[config.mk]
export PLATFORM = sky130hd
export DESIGN_NAME = local_eject_buffer
export DESIGN_NICKNAME = d
export VERILOG_FILES = /design/src/rtl/local_eject_buffer.sv
export SDC_FILE = /design/constraint.sdc
export NUM_CORES = 2
export LEC_CHECK = 0
export ABC_AREA = 1
export BUFFER_PORTS_ARGS = -buffer_cell sky130_fd_sc_hd__buf_2
export CORE_MARGIN = 1.5
export CORE_UTILIZATION = 54
export CTS_CLUSTER_DIAMETER = 120
export DETAILED_ROUTE_END_ITERATION = 12
export PLACE_DENSITY = 0.8
export SYNTH_ARGS = -nofsm -noshare
export SYNTH_HDL_FRONTEND = slang
export SYNTH_SLANG_ARGS = --single-unit
[constraint.sdc]
create_clock -name clk -period 19.8 [get_ports clk]
set_input_delay 0.99 -clock clk [delete_from_list [all_inputs] [get_ports clk]]
set_output_delay 0.99 -clock clk [all_outputs]
set_load 0.005 [all_outputs]
[src/rtl/local_eject_buffer.sv]
// Ejection buffer behind the local-port crossbar mux.
// Holds ejected packets in a show-ahead FIFO and hands them to the compute unit
// over valid/ready. Raises an early stall to the mux, which cannot be backpressured.
// Unpacks the head packet fields and counts delivered packets per type.
module local_eject_buffer #(
  parameter int unsigned DataWidth       = 256,
  parameter int unsigned PayloadLen      = 128,
  parameter int unsigned ReductionBitPos = 254,
  parameter int unsigned IndexPos        = 128,
  parameter int unsigned IndexWidth      = 16,
  parameter int unsigned WeightPos       = 144,
  parameter int unsigned WeightWidth     = 8,
  parameter int unsigned EjectFIFODepth  = 8,
  parameter int unsigned StallThreshold  = 3
) (
  input  logic                   clk,
  input  logic                   rst,
  input  logic [DataWidth-1:0]   in_data,
  input  logic                   in_send,
  output logic                   out_pipeline_stall,
  output logic                   out_valid,
  input  logic                   out_ready,
  output logic [DataWidth-1:0]   out_data,
  output logic [PayloadLen-1:0]  out_payload,
  output logic [IndexWidth-1:0]  out_index,
  output logic [WeightWidth-1:0] out_weight,
  output logic                   out_is_reduction,
  output logic [15:0]            reduction_cnt,
  output logic [15:0]            normal_cnt,
  output logic                   overflow_err
);

  localparam int unsigned PtrW       = $clog2(EjectFIFODepth);
  localparam int unsigned CntW       = PtrW + 1;
  localparam int unsigned StallLevel = EjectFIFODepth - StallThreshold;

  logic [DataWidth-1:0] mem [EjectFIFODepth];
  logic [PtrW-1:0]      wr_ptr;
  logic [PtrW-1:0]      rd_ptr;
  logic [CntW-1:0]      count;
  logic [CntW-1:0]      count_next;
  logic                 valid_q;
  logic                 stall_q;
  logic                 ovf_q;
  logic [15:0]          red_cnt_q;
  logic [15:0]          norm_cnt_q;
  logic                 wr_req;
  logic                 rd_c;
  logic                 full;
  logic                 wr_acc;
  logic [DataWidth-1:0] head;

  // Handshake decode and next occupancy; a full buffer still accepts when the head leaves.
  always_comb begin
    wr_req     = in_send && in_data[DataWidth-1];
    rd_c       = valid_q && out_ready;
    full       = (count == CntW'(EjectFIFODepth));
    wr_acc     = wr_req && (!full || rd_c);
    count_next = count + CntW'(wr_acc) - CntW'(rd_c);
  end

  // Pointers, occupancy, stall, sticky overflow and saturating delivery counters.
  always_ff @(posedge clk) begin
    if (rst) begin
      wr_ptr     <= '0;
      rd_ptr     <= '0;
      count      <= '0;
      valid_q    <= 1'b0;
      stall_q    <= 1'b0;
      ovf_q      <= 1'b0;
      red_cnt_q  <= '0;
      norm_cnt_q <= '0;
    end else begin
      if (wr_acc) wr_ptr <= wr_ptr + PtrW'(1);
      if (rd_c)   rd_ptr <= rd_ptr + PtrW'(1);
      count   <= count_next;
      valid_q <= (count_next != '0);
      stall_q <= (count_next >= CntW'(StallLevel));
      if (wr_req && !wr_acc) ovf_q <= 1'b1;
      if (rd_c) begin
        if (head[ReductionBitPos]) begin
          if (red_cnt_q != 16'hFFFF) red_cnt_q <= red_cnt_q + 16'd1;
        end else begin
          if (norm_cnt_q != 16'hFFFF) norm_cnt_q <= norm_cnt_q + 16'd1;
        end
      end
    end
  end

  // Packet storage; contents are not reset and a write during reset is discarded.
  always_ff @(posedge clk) begin
    if (!rst && wr_acc) mem[wr_ptr] <= in_data;
  end

  // Head entry and its field slices.
  always_comb begin
    head             = mem[rd_ptr];
    out_data         = head;
    out_payload      = head[PayloadLen-1:0];
    out_index        = head[IndexPos +: IndexWidth];
    out_weight       = head[WeightPos +: WeightWidth];
    out_is_reduction = head[ReductionBitPos];
  end

  assign out_valid          = valid_q;
  assign out_pipeline_stall = stall_q;
  assign overflow_err       = ovf_q;
  assign reduction_cnt      = red_cnt_q;
  assign normal_cnt         = norm_cnt_q;

endmodule

==> results.toml <==
[sta]
hold_violations = 0
fin_crit_ns = 7.10
fmax_mhz = 141
setup_viol = 0
slew_violations = 88
finClkSkew_ns = 0.0361
max_slew.worst_pin.slew_ns = 1.63
slew_headroom_pct = -8.74
tns_ns = 0
rsz0062_at_grt = "false"
post-route-period-util_pct = 35.8

[route]
drcViolationCount = 0
wl_mm = 199
first_iter_violations = 5635
via_count = 53000
first_pass_iters = 6
ant_nets = 0
via_per_inst = 5.91
routedWlPerCell_um = 22.1

[yosys]
syn_nets = 6611
synth_compound_area_share_pct = 10.3
synthSimpleGateAreaFrac_pct = 9.68
synth_cell_type_count = 35
synth_top_family_by_area = "compound AO/OA/AOI/OAI gates"
synth_warnings = 0
ys_ff_latch = 2096
synth-edff-count = 2048
yosysSeqAreaShare_pct = 76.0
synthFlopType = "edfxtp_1"
synth_xor_area_share_pct = 0.0746
synthAdderAreaFrac_pct = 0.161
synthMuxAreaShare_pct = 0
synth-async-reset-ratio_pct = 0
synth_area_per_cell_um2 = 13.0
syn-cell-area_um2 = 82100
synth_cells = 6341

[placement]
dpl.hpwl_mm = 102
place.gp.congestion = 0.814
dp.cells = 8562
portBuffers = 703

[setup_path]
crit_chain = "buf_12 > buf_4 > buf_4 > buf_4 > o21ai_0 > o22ai_1 > nand2_1 > nand2_1 > buf_2"
reg2reg_setup_slack_ns = 14.98
cp.depth = 9
crit_family = "buffers and inverters"
r2r_start = "out_valid"
critPathSlowestCell = "dfxtp_4"
regToRegEndpoint = "mem[1][224]"
cp_data_arrival_time_ns = 6.11
cp_max_fo = 205
path_common_cell = "buf_4"
worstPathRequired_ns = 18.81
startpoint_type = "flip-flop"
endpoint_kind = "output port"
crit_type = "reg2out"
slowest_delay_ns = 0.99
r2r_cells = 9
crit_buf_inv = 5

[die]
die_h_um = 393
core_area_um2 = 150000
fp.dieW_um = 393
rows = 142
io_pins = 704
die-area_um2 = 154000
initial_core_util_pct = 54.6

[clock_tree]
cts.htree.levels = 4
clk_pin_slew_ns = 0.06
postCtsHoldBufs = 0
clock_path_buffers = 3
cts_setup_buffers = 0
clk_latency_ns = 0.82
numCtsBuffers = 197
cts.sinks = 2096
cts_tree = "done"
cts.repair.resized = 0
cts_root_buf = "clkbuf_16"

[outcome]
violations = "max-slew violations"
status = "complete, but fails checks"

[power]
cellPowerDensity_nw_per_um2 = 119
leakagePower_nw = 32.1
peakVddDrop_mv = 0.0884

[global_routing]
antenna_found_initial = 67
grt_pass1_vias = 51400
grt_remaining_overflow = 0
grtUsageTotal_pct = 25.0
grt_pass1_wl_mm = 296
grt_max_degree = 251

[final_layout]
finalNonFillerCells = 8971
drive_gt1_share_pct = 15.3
area_growth_pct = 12.5
nets = 7015

[hold_path]
hold_end = "mem[2][141]"
min-delay-path-class = "in2reg"
hold_path_depth = 1
hp-start = "in_data[141]"

[run]
maxCapViolations = 0
==> registers in the layout (all words and copies together) (netlist names), named ones only <==
signal / count
count: 4
overflow_err: 1
reduction_cnt: 16
out_valid: 1
wr_ptr: 3
mem: 2048
normal_cnt: 16
out_pipeline_stall: 1
rd_ptr: 3
==> cell usage after synthesis, types with 12 or more instances <==
cell type     n  area share, %
edfxtp_1   2048             75
nor2_1     1112            5.1
o21ai_0    1026            6.3
nand2_1     883            4.0
o22ai_1     510            3.9
clkbuf_1    247            1.1
buf_4       169            1.5
buf_2       126           0.77
dfxtp_1      48            1.2
inv_1        45           0.21
nand3_1      23           0.14
a21oi_1      19           0.12
buf_1        14          0.064
nand4_1      12          0.091
==> logic make-up (layout without fill, tap and decap cells) <==
logic type / Yosys count / in the layout
other: 0 / 47
AOI/OAI and AO/OA: 1556 / 1556
and+or+nand+nor: 2063 / 2063
xor gates and xnor gates: 7 / 7
buffers and inverters: 609 / 1176
DFF: 2096 / 2096
adders and majority gates: 10 / 10
==> layer usage <==
layer / GRT usage, % / part of all wire, %
met1: 32.1 / 37
met2: 40.3 / 49
met3: 5.98 / 10
met4: 11.6 / 3.8
met5: 0 / 0.18
==> stage by stage <==
stage	hold WS (ns)	utilization [%]	cell area [um2]	total power, mW	setup WS, ns
floorplan	0.433	-	82100	6.65	-0.259
global placement	0.438	57.1	86000	7.26	13.97
detailed placement	0.459	57.1	86000	7.33	13.77
CTS	0.349	61.3	92300	11.0	12.89
global route	0.363	61.4	92400	11.4	12.38
finish	0.411	61.4	92400	11.0	12.70
==> power by group <==
group | internal (mW) | switching, mW | total (mW)
combinational | 0.746 | 1.57 | 2.31
sequential | 4.93 | 0.0486 | 4.98
clock | 2.04 | 1.63 | 3.67
==> layout make-up <==
class                           count  area [um2]
Clock buffer                      261        5220
Antenna cell                       47         118
Multi-Input combinational cell   3636       16600
Tap cell                         2016        2520
Clock inverter                    101        1120
Sequential cell                  2096       62500
Timing Repair Buffer              766        4140
Inverter                           48         203
Fill cell                       10700       58100
==> cell usage in the layout, fill, tap and decap left out, types with 2 or more instances in the layout <==
master         n
clkinv_1      44
dfxtp_4        3
buf_2        703
clkbuf_8       5
nand4_1       12
clkinv_16     11
clkinv_4       3
nor2_4         5
clkinv_2      20
clkinv_8       2
and2_1         2
nand3b_1       9
clkinvlp_4     6
clkbuf_1      59
dfxtp_1       45
o22ai_1      510
nor2_2         3
clkbuf_16    197
diode_2       47
inv_1         44
nor3_2         4
nor3_1         2
inv_6          2
nand3_2        5
o21ai_0     1026
nand2_1      883
buf_4         51
ha_1           9
edfxtp_1    2048
nand3_1       23
a21oi_1       19
xor2_1         6
buf_12        12
nor2_1      1108
bufinv_16     13
inv_8          3
==> how the worst max path moves through the flow <==
| stage | from | endpoint |
|---|---|---|
| after global placement | flip-flop | out_data[30] |
| after detailed placement | flip-flop | out_weight[5] |
| after global routing | flip-flop | out_data[149] |
| after CTS | flip-flop | out_weight[5] |
| after floorplan | out_ready | mem[0][0] |
| final | flip-flop | out_weight[5] |
Note: power is estimated with default switching activity, not from simulation.
